### src/rtl/multi_wave_generator_if.sv
// Control and sample bus of the multi-mode waveform source.
// The master side drives run/mode controls; the slave side returns samples.
interface multi_wave_generator_if #(
    parameter int WIDTH = 8
);
    logic             en;
    logic             restart;
    logic [1:0]       mode_sel;
    logic [WIDTH-1:0] wave_out;
    logic             sync_out;
    logic [1:0]       mode_act;

    modport master (output en, restart, mode_sel, input wave_out, sync_out, mode_act);
    modport slave  (input en, restart, mode_sel, output wave_out, sync_out, mode_act);
endinterface

### src/rtl/multi_wave_generator.sv
// Periodic ramp-up / ramp-down / triangle / square source with a clock-enable prescaler.
// Mode changes only take effect on a period boundary, so a period is never cut short.
module multi_wave_generator #(
    parameter int WIDTH  = 8,
    parameter int PERIOD = 40,
    parameter int DIV    = 1
) (
    input  logic                   clk1,
    input  logic                   rst,
    multi_wave_generator_if.slave  bus
);
    localparam int PW = (PERIOD > 1) ? $clog2(PERIOD) : 1;
    localparam int DW = (DIV > 1) ? $clog2(DIV) : 1;
    localparam logic [PW-1:0] PH_MAX  = PW'(PERIOD - 1);
    localparam logic [DW-1:0] DIV_MAX = DW'(DIV - 1);

    typedef enum logic [1:0] {RAMP_UP, RAMP_DN, TRIANGLE, SQUARE} mode_e;
    typedef enum logic {DIR_UP, DIR_DN} dir_e;

    logic [PW-1:0]    phase_q, phase_d;
    logic [DW-1:0]    div_q, div_d;
    dir_e             dir_q, dir_d;
    mode_e            mode_q, mode_d;
    logic [WIDTH-1:0] wave_q, wave_d;
    logic             sync_q, sync_d;
    logic             tick;

    function automatic logic [WIDTH-1:0] wave_fn(input logic [PW-1:0] ph, input mode_e m);
        logic [WIDTH-1:0] v;
        case (m)
            RAMP_DN: v = WIDTH'(PERIOD - 1) - WIDTH'(ph);
            SQUARE:  v = (32'(ph) < PERIOD / 2) ? {WIDTH{1'b1}} : '0;
            default: v = WIDTH'(ph);
        endcase
        return v;
    endfunction

    assign tick = bus.en && (div_q == DIV_MAX);

    always_comb begin
        phase_d = phase_q;
        div_d   = div_q;
        dir_d   = dir_q;
        mode_d  = mode_q;
        wave_d  = wave_q;
        sync_d  = 1'b0;
        if (bus.restart) begin
            phase_d = '0;
            div_d   = '0;
            dir_d   = DIR_UP;
            mode_d  = mode_e'(bus.mode_sel);
            wave_d  = wave_fn('0, mode_d);
            sync_d  = 1'b1;
        end else if (bus.en) begin
            div_d = tick ? '0 : div_q + DW'(1);
            if (tick) begin
                if (PERIOD == 1) begin
                    phase_d = '0;
                end else if (mode_q == TRIANGLE) begin
                    // Direction flips on the tick that sits at an end point, stepping straight back.
                    if (dir_q == DIR_UP) begin
                        if (phase_q == PH_MAX) begin
                            dir_d   = DIR_DN;
                            phase_d = phase_q - PW'(1);
                        end else begin
                            phase_d = phase_q + PW'(1);
                        end
                    end else if (phase_q == '0) begin
                        dir_d   = DIR_UP;
                        phase_d = phase_q + PW'(1);
                    end else begin
                        phase_d = phase_q - PW'(1);
                    end
                end else begin
                    phase_d = (phase_q == PH_MAX) ? '0 : phase_q + PW'(1);
                end
                // Landing on phase 0 is the period start in every mode; pending mode loads here.
                if (phase_d == '0) begin
                    mode_d = mode_e'(bus.mode_sel);
                    sync_d = 1'b1;
                end
                wave_d = wave_fn(phase_d, mode_d);
            end
        end
    end

    always_ff @(posedge clk1 or posedge rst) begin
        if (rst) begin
            phase_q <= '0;
            div_q   <= '0;
            dir_q   <= DIR_UP;
            mode_q  <= RAMP_UP;
            wave_q  <= '0;
            sync_q  <= 1'b0;
        end else begin
            phase_q <= phase_d;
            div_q   <= div_d;
            dir_q   <= dir_d;
            mode_q  <= mode_d;
            wave_q  <= wave_d;
            sync_q  <= sync_d;
        end
    end

    assign bus.wave_out = wave_q;
    assign bus.sync_out = sync_q;
    assign bus.mode_act = mode_q;
endmodule

### src/flat_wrapper.sv
// flat-port wrapper written by rule: the top's interface ports become plain ports
module multi_wave_generator_flat 
#(
    parameter int WIDTH  = 8,
    parameter int PERIOD = 40,
    parameter int DIV    = 1
)
  (clk1, rst, bus_en, bus_restart, bus_mode_sel, bus_wave_out, bus_sync_out, bus_mode_act);
  multi_wave_generator_if #(.WIDTH(WIDTH)) bus_i ();
  input  logic clk1;
  input  logic rst;
  input wire logic [$bits(bus_i.en)-1:0] bus_en;
  input wire logic [$bits(bus_i.restart)-1:0] bus_restart;
  input wire logic [$bits(bus_i.mode_sel)-1:0] bus_mode_sel;
  output wire logic [$bits(bus_i.wave_out)-1:0] bus_wave_out;
  output wire logic [$bits(bus_i.sync_out)-1:0] bus_sync_out;
  output wire logic [$bits(bus_i.mode_act)-1:0] bus_mode_act;
  assign bus_i.en = bus_en;
  assign bus_i.restart = bus_restart;
  assign bus_i.mode_sel = bus_mode_sel;
  assign bus_wave_out = bus_i.wave_out;
  assign bus_sync_out = bus_i.sync_out;
  assign bus_mode_act = bus_i.mode_act;
  multi_wave_generator #(.WIDTH(WIDTH), .PERIOD(PERIOD), .DIV(DIV)) u_core (.clk1(clk1), .rst(rst), .bus(bus_i));
endmodule
### config.mk
export PLATFORM = sky130hd
export DESIGN_NAME = multi_wave_generator_flat
export DESIGN_NICKNAME = d
export VERILOG_FILES = /design/src/rtl/multi_wave_generator_if.sv /design/src/rtl/multi_wave_generator.sv /design/src/flat_wrapper.sv
export SDC_FILE = /design/constraint.sdc
export NUM_CORES = 1
export LEC_CHECK = 0
export BUFFER_PORTS_ARGS = -buffer_cell sky130_fd_sc_hd__buf_2
export CORE_MARGIN = 4
export CORE_UTILIZATION = 30
export DETAILED_ROUTE_END_ITERATION = 10
export GPL_TIMING_DRIVEN = 0
export PLACE_DENSITY_LB_ADDON = 0.1
export SKIP_LAST_GASP = 1
export SYNTH_ARGS = -nofsm -noshare
export SYNTH_HDL_FRONTEND = slang
export SYNTH_SLANG_ARGS = --single-unit
### constraint.sdc
create_clock -name clk1 -period 3.5 [get_ports clk1]
set_input_delay 0.35 -clock clk1 [delete_from_list [all_inputs] [get_ports clk1]]
set_output_delay 0.35 -clock clk1 [all_outputs]
set_load 0.03 [all_outputs]
==> metrics, run 1 <==
max incr delay on CP=0.45 ns; Area contributors post-synth=dfrtp_1 (32%), nor2_1 (4.7%), nand2_1 (4.2%), ha_1 (3.5%), mux2_2 (3.2%); Synth Register Bits=18; DR iter-0 viols=51; overall routed net length=3800 um; Mapped Nets=174; RSZ-0062 raised after global routing=no; core outline area=4470 sq um; cell area after layout=1630 sq um; Worst Skew=0.0103 ns; Layout Area Growth over Synthesis=14.0%; period utilisation layout=87.1%; Main synth FF type=dfrtp_1; placed cell area=1570 sq um; PostCTS Resize Cnt=0; sequential share of the synthesized area=31.5%; Nets=195; number of global-route vias before repair=1272; Metal-1 WL=1850 um; clk sink count=18; Final HPWL DP=2930 um; post-CTS setup buffer count=0; Setup TNS=0 ns; Die H=77.0 um; Vias/cell=5.58; post-synth cell types=55; WP depth=9; # diodes=0; GP Congestion=0.907; Leak=0.697 nW; CP bufs+invs=0; I/O Pins=17; met2 WL=1800 um; worst slew pin tran=0.712 ns; CTS root buf=clkbuf_8; post-route ant nets=0; cell internal pwr=0.409 mW; initial antenna violation count=0; die area=5930 sq um; clk buf depth=2; post-placement cell count=232; CP Capture Type=register; critical-path maximum fanout=9; wire length of the first global-routing pass=6270 um; cell at the slowest stage of the critical path=dfrtp_1; FFs w/ async S/R, synth=100%; TritonCTS Buffers=3; CTS H-tree lvls=1; total gr overflow=0; required time of the critical path=3.63 ns; Logic pwr share=35.2%; Fmax=328 MHz; share of cells above drive strength 1=22.3%; Max-slew headroom=52.5%; GRT Total Usage=13.1%; Worst setup SP type=register; Final Non-Filler Cells=236; routed vias=1317; PwrDens=393 nW/um^2; initial core utilization=31.9%; Seq pwr share=37.5%; synth warn=0; met3 routed WL=121 um; final hold vios=0; crit-path cells=ha_1, and2_1, a41o_4, a221o_1, a22oi_4, nand3_1, o2bb2ai_1, a2111oi_1, o31ai_1; Clock transition at path regs=0.08 ns; DR top layer=met4; die extent in x=77.0 um; R2R depth=9; Slew Limit Fails=0; cell taking the most area after synthesis=dfrtp_1; Std-Cell Rows=24; Gate Count Post-Synth=164; clock latency on the worst-skew pair=0.26 ns; largest net degree at the start of global routing=19; CTS tree=yes; max-cap violations=0; crit-path leading delay family=compound AO/OA/AOI/OAI gates; minimum clock period=3.05 ns; Synth top area share=31.5%; worst hold margin=0.194 ns; WL/cell=16.1 um; # port buffers=16; Post-Syn Area=1430 sq um; EDFF count, synth=0; Setup violations, final=0; outcome=finished clean; residual DRC count=0; Hold-fix buffers, CTS=0; hold crit path type=in -> async; share of the core filled with cells=36.4%; drt pass-1 iters=5; Worst Path Arrival=3.18 ns; Max VDD drop=0.195 mV; worst setup path category=reg -> reg; Clk pwr share=27.4%; top cells by instance count after synthesis=dfrtp_1 (18), nor2_1 (18), nand2_1 (16), inv_1 (7); switch share=36.1%; Avg Cell Area, Syn=8.71 sq um; switching power=0.231 mW
## kinds of logic after synthesis
family | Yosys count | share of synthesized area [%]
muxes | 5 | 3.85
adders and majority gates | 4 | 3.50
xor gates and xnor gates | 4 | 2.45
AOI/OAI and AO/OA | 47 | 27.1
and+or+nand+nor | 67 | 25.0
DFF | 18 | 31.5
buffers and inverters | 19 | 6.57
## final cells by class
| class | instances | area [sq um] |
|---|---|---|
| sequential | 18 | 450 |
| timing repair buffer | 16 | 80.1 |
| multi-input combinational | 127 | 885 |
| clock buffer | 4 | 55.1 |
| inverter | 7 | 26.3 |
| fill | 468 | 2850 |
| buffer | 12 | 67.6 |
| tap | 52 | 65.1 |
## power by group through the flow
stage               registers (mW)  logic, mW  clock network, mW
CTS                          0.240      0.226              0.181
global route                 0.242      0.247              0.193
global placement             0.242      0.224                  0
floorplan                    0.270      0.142                  0
detailed placement           0.244      0.226                  0
finish                       0.240      0.225              0.175
## worst reg2reg max path, delay by kind of cell, from the launching register on
family | cells | cell delay (ns)
DFF | 1 | 0.45
AOI/OAI and AO/OA | 6 | 1.71
and+or+nand+nor | 2 | 0.49
adders and majority gates | 1 | 0.27
## worst paths after layout
check | start | to | slack (ns)
setup / recovery | u_core.phase_q[0]$_DFFE_PP0P_ | u_core.bus.wave_out[0]$_DFFE_PP0P_ | 0.45
hold / removal | rst | u_core.bus.wave_out[5]$_DFFE_PP0P_ | 0.19
setup reg to reg | u_core.phase_q[0]$_DFFE_PP0P_ | u_core.bus.wave_out[0]$_DFFE_PP0P_ | 0.45
hold reg to reg | u_core.bus.wave_out[6]$_DFFE_PP0P_ | u_core.bus.wave_out[6]$_DFFE_PP0P_ | 0.53
max in group asynchronous | rst | u_core.phase_q[2]$_DFFE_PP0P_ | 2.85
min in group clk1 | bus_en | u_core.div_q$_DFFE_PP0P_ | 0.27
## layout by cell type (no fill, tap or decap), drive strengths merged, types with 3 or more instances in the layout
master / count
dfrtp: 18
and2: 3
nand3: 4
nor2b: 3
buf: 22
nand2b: 3
o21a: 3
nor3: 6
ha: 4
nand2: 16
a21oi: 6
o22ai: 3
xnor2: 4
a31oi: 4
inv: 7
mux2: 4
nor2: 19
clkbuf: 10
o21ai: 4
a22oi: 3
a211oi: 5
## flip-flops by register name (all words and copies together) (netlist names)
register and cells:
u_core.bus.sync_out 1, u_core.bus.mode_act 2, u_core.div_q 1, u_core.dir_q 1, u_core.bus.wave_out 7, u_core.phase_q 6
## metal layers
metal	vias to the layer above	GRT usage, %
li1	647	-
met1	641	17.6
met2	25	21.6
met3	4	1.52
met4	0	4.63
met5	-	0
## through the flow
| stage | power (mW) | setup WS, ns |
|---|---|---|
| finish | 0.640 | 0.452 |
| global route | 0.683 | 0.168 |
| CTS | 0.647 | 0.423 |
| detailed placement | 0.470 | 0.439 |
| global placement | 0.466 | 0.504 |
| floorplan | 0.412 | 0.810 |
Power figures use the tool's default switching activity.
==> run 2: changes to the inputs <==
CORE_UTILIZATION = 45   (was 30)
==> run 2 against run 1 <==
Compared with the run above:
- power down 6.8%
- combinational power about the same
- final area down 1.8%
- global-route usage increased by 5.9 points
==> metrics, run 2 (synthesized netlist as in run 1, its figures left out) <==
CTS H-tree lvls=1 (unchanged); RSZ-0062 raised after global routing=no (unchanged); Hold-fix buffers, CTS=0 (unchanged); core outline area=3050 sq um (was 4470 sq um); CP bufs+invs=0 (unchanged); worst slew pin tran=0.689 ns (was 0.712 ns); switching power=0.225 mW (was 0.231 mW); crit-path leading delay family=compound AO/OA/AOI/OAI gates (unchanged); Layout Area Growth over Synthesis=12.0% (was 14.0%); Nets=195 (unchanged); Fmax=332 MHz (was 328 MHz); Layout fillers=302 (was 468); worst slack, placed=0.514 ns (was 0.439 ns); cell area after layout=1600 sq um (was 1630 sq um); cell at the slowest stage of the critical path=dfrtp_1 (unchanged); minimum clock period=3.01 ns (was 3.05 ns); max reg flops=7 (unchanged); CTS root buf=clkbuf_4 (was clkbuf_8); required time of the critical path=3.68 ns (was 3.63 ns); overall routed net length=3540 um (was 3800 um); crit-path cells=ha_1, and2_1, a41o_4, a221o_1, a22oi_4, nand3_1, o2bb2ai_1, a2111oi_1, o31ai_1 (unchanged); PostCTS Resize Cnt=0 (unchanged); drt pass-1 iters=4 (was 5); Std-Cell Rows=20 (was 24); worst setup margin=0.492 ns (was 0.452 ns); initial antenna violation count=0 (unchanged); clock latency on the worst-skew pair=0.31 ns (was 0.26 ns); PwrDens=373 nW/um^2 (was 393 nW/um^2); Register Area=450 sq um (unchanged); clk buf depth=2 (unchanged); residual DRC count=0 (unchanged); max-cap violations=0 (unchanged); period utilisation layout=85.9% (was 87.1%); share of cells above drive strength 1=22.3% (unchanged); max incr delay on CP=0.46 ns (was 0.45 ns); share of the core filled with cells=52.4% (was 36.4%); most frequent cells in the layout=buf_2 (19), nor2_1 (18), dfrtp_1 (18) (unchanged); footprint of the multi-input gates=885 sq um (unchanged); CTS tree=yes (unchanged); Leak=0.689 nW (was 0.697 nW); critical-path maximum fanout=9 (unchanged); die area=4140 sq um (was 5930 sq um); Slew Limit Fails=0 (unchanged); total gr overflow=0 (unchanged); routed vias=1300 (was 1317); Worst Path Arrival=3.19 ns (was 3.18 ns); wire length of the first global-routing pass=6220 um (was 6270 um); Clk pwr share=22.5% (was 27.4%); commonest non-fill, non-tap cell in the layout=buf_2 (unchanged); final hold vios=0 (unchanged); DR iter-0 viols=87 (was 51); placed cell area=1560 sq um (was 1570 sq um); Seq pwr share=40.1% (was 37.5%); Die H=64.4 um (was 77.0 um); worst setup path category=reg -> reg (unchanged); GP Congestion=0.867 (was 0.907); Max-slew headroom=54.0% (was 52.5%); GRT Total Usage=19.0% (was 13.1%); Vias/cell=5.70 (was 5.58); # diodes=0 (unchanged); Max VDD drop=0.212 mV (was 0.195 mV); hold crit path type=in -> async (unchanged); outcome=finished clean (unchanged); switch share=37.6% (was 36.1%); largest net degree at the start of global routing=19 (unchanged); # port buffers=16 (unchanged); initial core utilization=46.8% (was 31.9%); TritonCTS Buffers=3 (unchanged); post-CTS setup buffer count=0 (unchanged); number of global-route vias before repair=1335 (was 1272); R2R setup slack=0.49 ns (was 0.45 ns); Worst Skew=0.00406 ns (was 0.0103 ns); CP Capture Type=register (unchanged); Final HPWL DP=2700 um (was 2930 um); die extent in x=64.4 um (was 77.0 um); Worst setup SP type=register (unchanged); cell internal pwr=0.372 mW (was 0.409 mW); total power=0.597 mW (was 0.640 mW); Logic pwr share=37.4% (was 35.2%); Setup violations, final=0 (unchanged); post-route ant nets=0 (unchanged); I/O Pins=17 (unchanged); Setup TNS=0 ns (unchanged); Clock transition at path regs=0.11 ns (was 0.08 ns); clk sink count=18 (unchanged); WL/cell=15.5 um (was 16.1 um)
-- run 2: cell counts in the layout (fill, tap and decap cells not counted) --
Identical to the previous run, type by type.
-- run 2: per-stage QoR --
step                instances  hold slack, ns
finish                    228           0.126
global route              228           0.181
CTS                       228           0.161
detailed placement        224           0.497
global placement          224           0.477
floorplan                 164           0.289
-- run 2: cell type report --
type	instances	area share (%)
repair buffers	16	5.00
flip-flops and latches	18	28.1
well taps	44	3.44
plain buffers	12	4.22
inverters	7	1.64
multi-input cells	127	55.3
clock buffers	4	2.27
-- run 2: power groups by stage --
stage	Clock, mW	Sequential, mW	Combinational (mW)
after floorplan	0	0.270	0.142
after global placement	0	0.242	0.220
after detailed placement	0	0.243	0.223
after CTS	0.136	0.239	0.224
after global routing	0.153	0.242	0.245
final	0.135	0.239	0.223
-- run 2: metal layers --
| metal | wire length, um | global-route usage (%) |
|---|---|---|
| met3 | 121 | 2.11 |
| met4 | 99 | 10.8 |
| met2 | 1750 | 32.6 |
| met5 | 0 | 0 |
| met1 | 1560 | 22.9 |
-- run 2: path summary, 6_finish.rpt --
check,cells past startpoint,from,end
worst max-delay path,9,u_core.phase_q[0]$_DFFE_PP0P_,u_core.bus.wave_out[0]$_DFFE_PP0P_
worst min-delay path,2,rst,u_core.bus.wave_out[1]$_DFFE_PP0P_
worst max register to register,9,u_core.phase_q[0]$_DFFE_PP0P_,u_core.bus.wave_out[0]$_DFFE_PP0P_
worst min register to register,2,u_core.bus.wave_out[6]$_DFFE_PP0P_,u_core.bus.wave_out[6]$_DFFE_PP0P_
max in group asynchronous,2,rst,u_core.phase_q[5]$_DFFE_PP0P_
min in group clk1,2,bus_en,u_core.div_q$_DFFE_PP0P_
-- run 2: worst register-to-register path, stage by stage, from the launching register on --
cell	delay, ns
dfrtp_1	0.46
ha_1	0.27
and2_1	0.21
a41o_4	0.30
a221o_1	0.34
a22oi_4	0.33
nand3_1	0.29
o2bb2ai_1	0.20
a2111oi_1	0.38
o31ai_1	0.13
==> run 3: changes to the inputs <==
CTS_BUF_LIST = sky130_fd_sc_hd__clkbuf_16   (was default)
RECOVER_POWER = 50   (was default)
==> run 3 against run 2 <==
Compared with the run above:
- count of clock-buffer cells in the layout fell by 1
- routed wire length is 0.76% higher
- clock power grew 70%
- final cell count unchanged
- non-clock buffer count is the same
- die area did not move
- largest power group unchanged
==> metrics, run 3 (synthesized netlist as in run 1, its figures left out) <==
most frequent cells in the layout=nor2_1 (18), dfrtp_1 (18), nand2_1 (16) (was buf_2 (19), nor2_1 (18), dfrtp_1 (18)); minimum clock period=3.01 ns (about the same); placed cell area=1560 sq um (unchanged); # port buffers=16 (unchanged); hold crit path type=in -> async (unchanged); CTS tree=yes (unchanged); Nets=195 (unchanged); outcome=finished clean (unchanged); Max VDD drop=0.288 mV (was 0.212 mV); R2R depth=9 (unchanged); max-cap violations=0 (unchanged); CTS H-tree lvls=1 (unchanged); Worst Skew=0.00176 ns (was 0.00406 ns); Clock transition at path regs=0.05 ns (was 0.11 ns); die area=4140 sq um (unchanged); core outline area=3050 sq um (unchanged); worst slew pin tran=0.684 ns (was 0.689 ns); clk sink count=18 (unchanged); post-route ant nets=0 (unchanged); Setup violations, final=0 (unchanged); critical-path maximum fanout=9 (unchanged); total gr overflow=0 (unchanged); max reg flops=7 (unchanged); DR top layer=met4 (unchanged); DR iter-0 viols=122 (was 87); Vias/cell=5.77 (was 5.70); Worst Path Arrival=3.12 ns (was 3.19 ns); CP Capture Type=register (unchanged); worst slack, placed=0.514 ns (unchanged); GP Congestion=0.867 (unchanged); residual DRC count=0 (unchanged); Std-Cell Rows=20 (unchanged); Max-slew headroom=54.4% (was 54.0%); Fmax=332 MHz (about the same); initial antenna violation count=0 (unchanged); die extent in x=64.4 um (unchanged); Layout Area Growth over Synthesis=14.5% (was 12.0%); I/O Pins=17 (unchanged); share of cells above drive strength 1=19.0% (was 22.3%); met2 WL=1770 um (was 1750 um); total power=0.690 mW (was 0.597 mW); Layout fillers=304 (was 302); RR Startpoint=u_core.phase_q[0]$_DFFE_PP0P_ (unchanged); Worst setup SP type=register (unchanged); worst setup margin=0.486 ns (was 0.492 ns); Final HPWL DP=2700 um (unchanged); Slew Limit Fails=0 (unchanged); largest net degree at the start of global routing=19 (unchanged); initial core utilization=46.8% (unchanged); Leak=0.692 nW (was 0.689 nW); clock latency on the worst-skew pair=0.25 ns (was 0.31 ns); routed vias=1315 (was 1300); Final Non-Filler Cells=228 (unchanged); TritonCTS Buffers=3 (unchanged); PostCTS Resize Cnt=0 (unchanged); R2R setup slack=0.49 ns (about the same); clk buf depth=2 (unchanged); CTS root buf=clkbuf_16 (was clkbuf_4); GRT Total Usage=19.1% (was 19.0%); reg2reg end=u_core.bus.wave_out[0]$_DFFE_PP0P_ (unchanged); Die H=64.4 um (unchanged); WL/cell=15.6 um (was 15.5 um); worst setup path category=reg -> reg (unchanged); post-CTS setup buffer count=0 (unchanged); required time of the critical path=3.61 ns (was 3.68 ns); Setup TNS=0 ns (unchanged); share of the core filled with cells=53.6% (was 52.4%); worst hold margin=0.198 ns (was 0.126 ns); period utilisation layout=86.1% (was 85.9%); Metal-1 WL=1570 um (was 1560 um); overall routed net length=3560 um (was 3540 um); post-placement cell count=224 (unchanged); wire length of the first global-routing pass=6240 um (was 6220 um); number of global-route vias before repair=1329 (was 1335); cell area after layout=1640 sq um (was 1600 sq um); drt pass-1 iters=4 (unchanged); Hold-fix buffers, CTS=0 (unchanged); met3 routed WL=123 um (was 121 um); # diodes=0 (unchanged); PwrDens=422 nW/um^2 (was 373 nW/um^2); RSZ-0062 raised after global routing=no (unchanged); final hold vios=0 (unchanged)
==> run 3: critical path, cell delays in order, from the launching register on <==
cell	delay, ns
dfrtp_1	0.44
ha_1	0.27
and2_1	0.21
a41o_4	0.30
a221o_1	0.33
a22oi_4	0.33
nand3_1	0.29
o2bb2ai_1	0.20
a2111oi_1	0.38
o31ai_1	0.13
==> run 3: worst max path at each step <==
stage | start | endpoint | cells past startpoint
finish | u_core.phase_q[0]$_DFFE_PP0P_ | u_core.bus.wave_out[0]$_DFFE_PP0P_ | 9
global route | u_core.phase_q[0]$_DFFE_PP0P_ | u_core.bus.wave_out[0]$_DFFE_PP0P_ | 9
CTS | u_core.phase_q[0]$_DFFE_PP0P_ | u_core.bus.wave_out[0]$_DFFE_PP0P_ | 9
detailed placement | u_core.phase_q[0]$_DFFE_PP0P_ | u_core.bus.wave_out[0]$_DFFE_PP0P_ | 9
global placement | u_core.phase_q[0]$_DFFE_PP0P_ | u_core.bus.wave_out[0]$_DFFE_PP0P_ | 9
floorplan | u_core.bus.mode_act[0]$_DFFE_PP0P_ | u_core.bus.wave_out[0]$_DFFE_PP0P_ | 9
==> run 3: where the power goes <==
group	switching (mW)	leakage, nW	total [mW]	internal, mW
registers	0.0132	0.229	0.240	0.227
clock network	0.0770	0.0385	0.229	0.152
logic	0.141	0.425	0.222	0.0807
total	0.231	0.692	0.690	0.459
==> run 3: area by class of cell <==
class	instances	area [sq um]	area share [%]
tap	44	55.1	3.36
inverter	7	26.3	1.61
timing repair buffer	16	73.8	4.51
multi-input combinational	127	885	54.1
sequential	18	450	27.5
buffer	12	67.6	4.13
clock inverter	1	3.75	0.229
clock buffer	3	75.1	4.59
==> run 3: metal layers <==
metal / global-route usage, % / vias to the layer above
li1: - / 643
met2: 33.5 / 36
met1: 23.5 / 628
met3: 1.41 / 8
met4: 8.97 / 0
met5: 0 / -
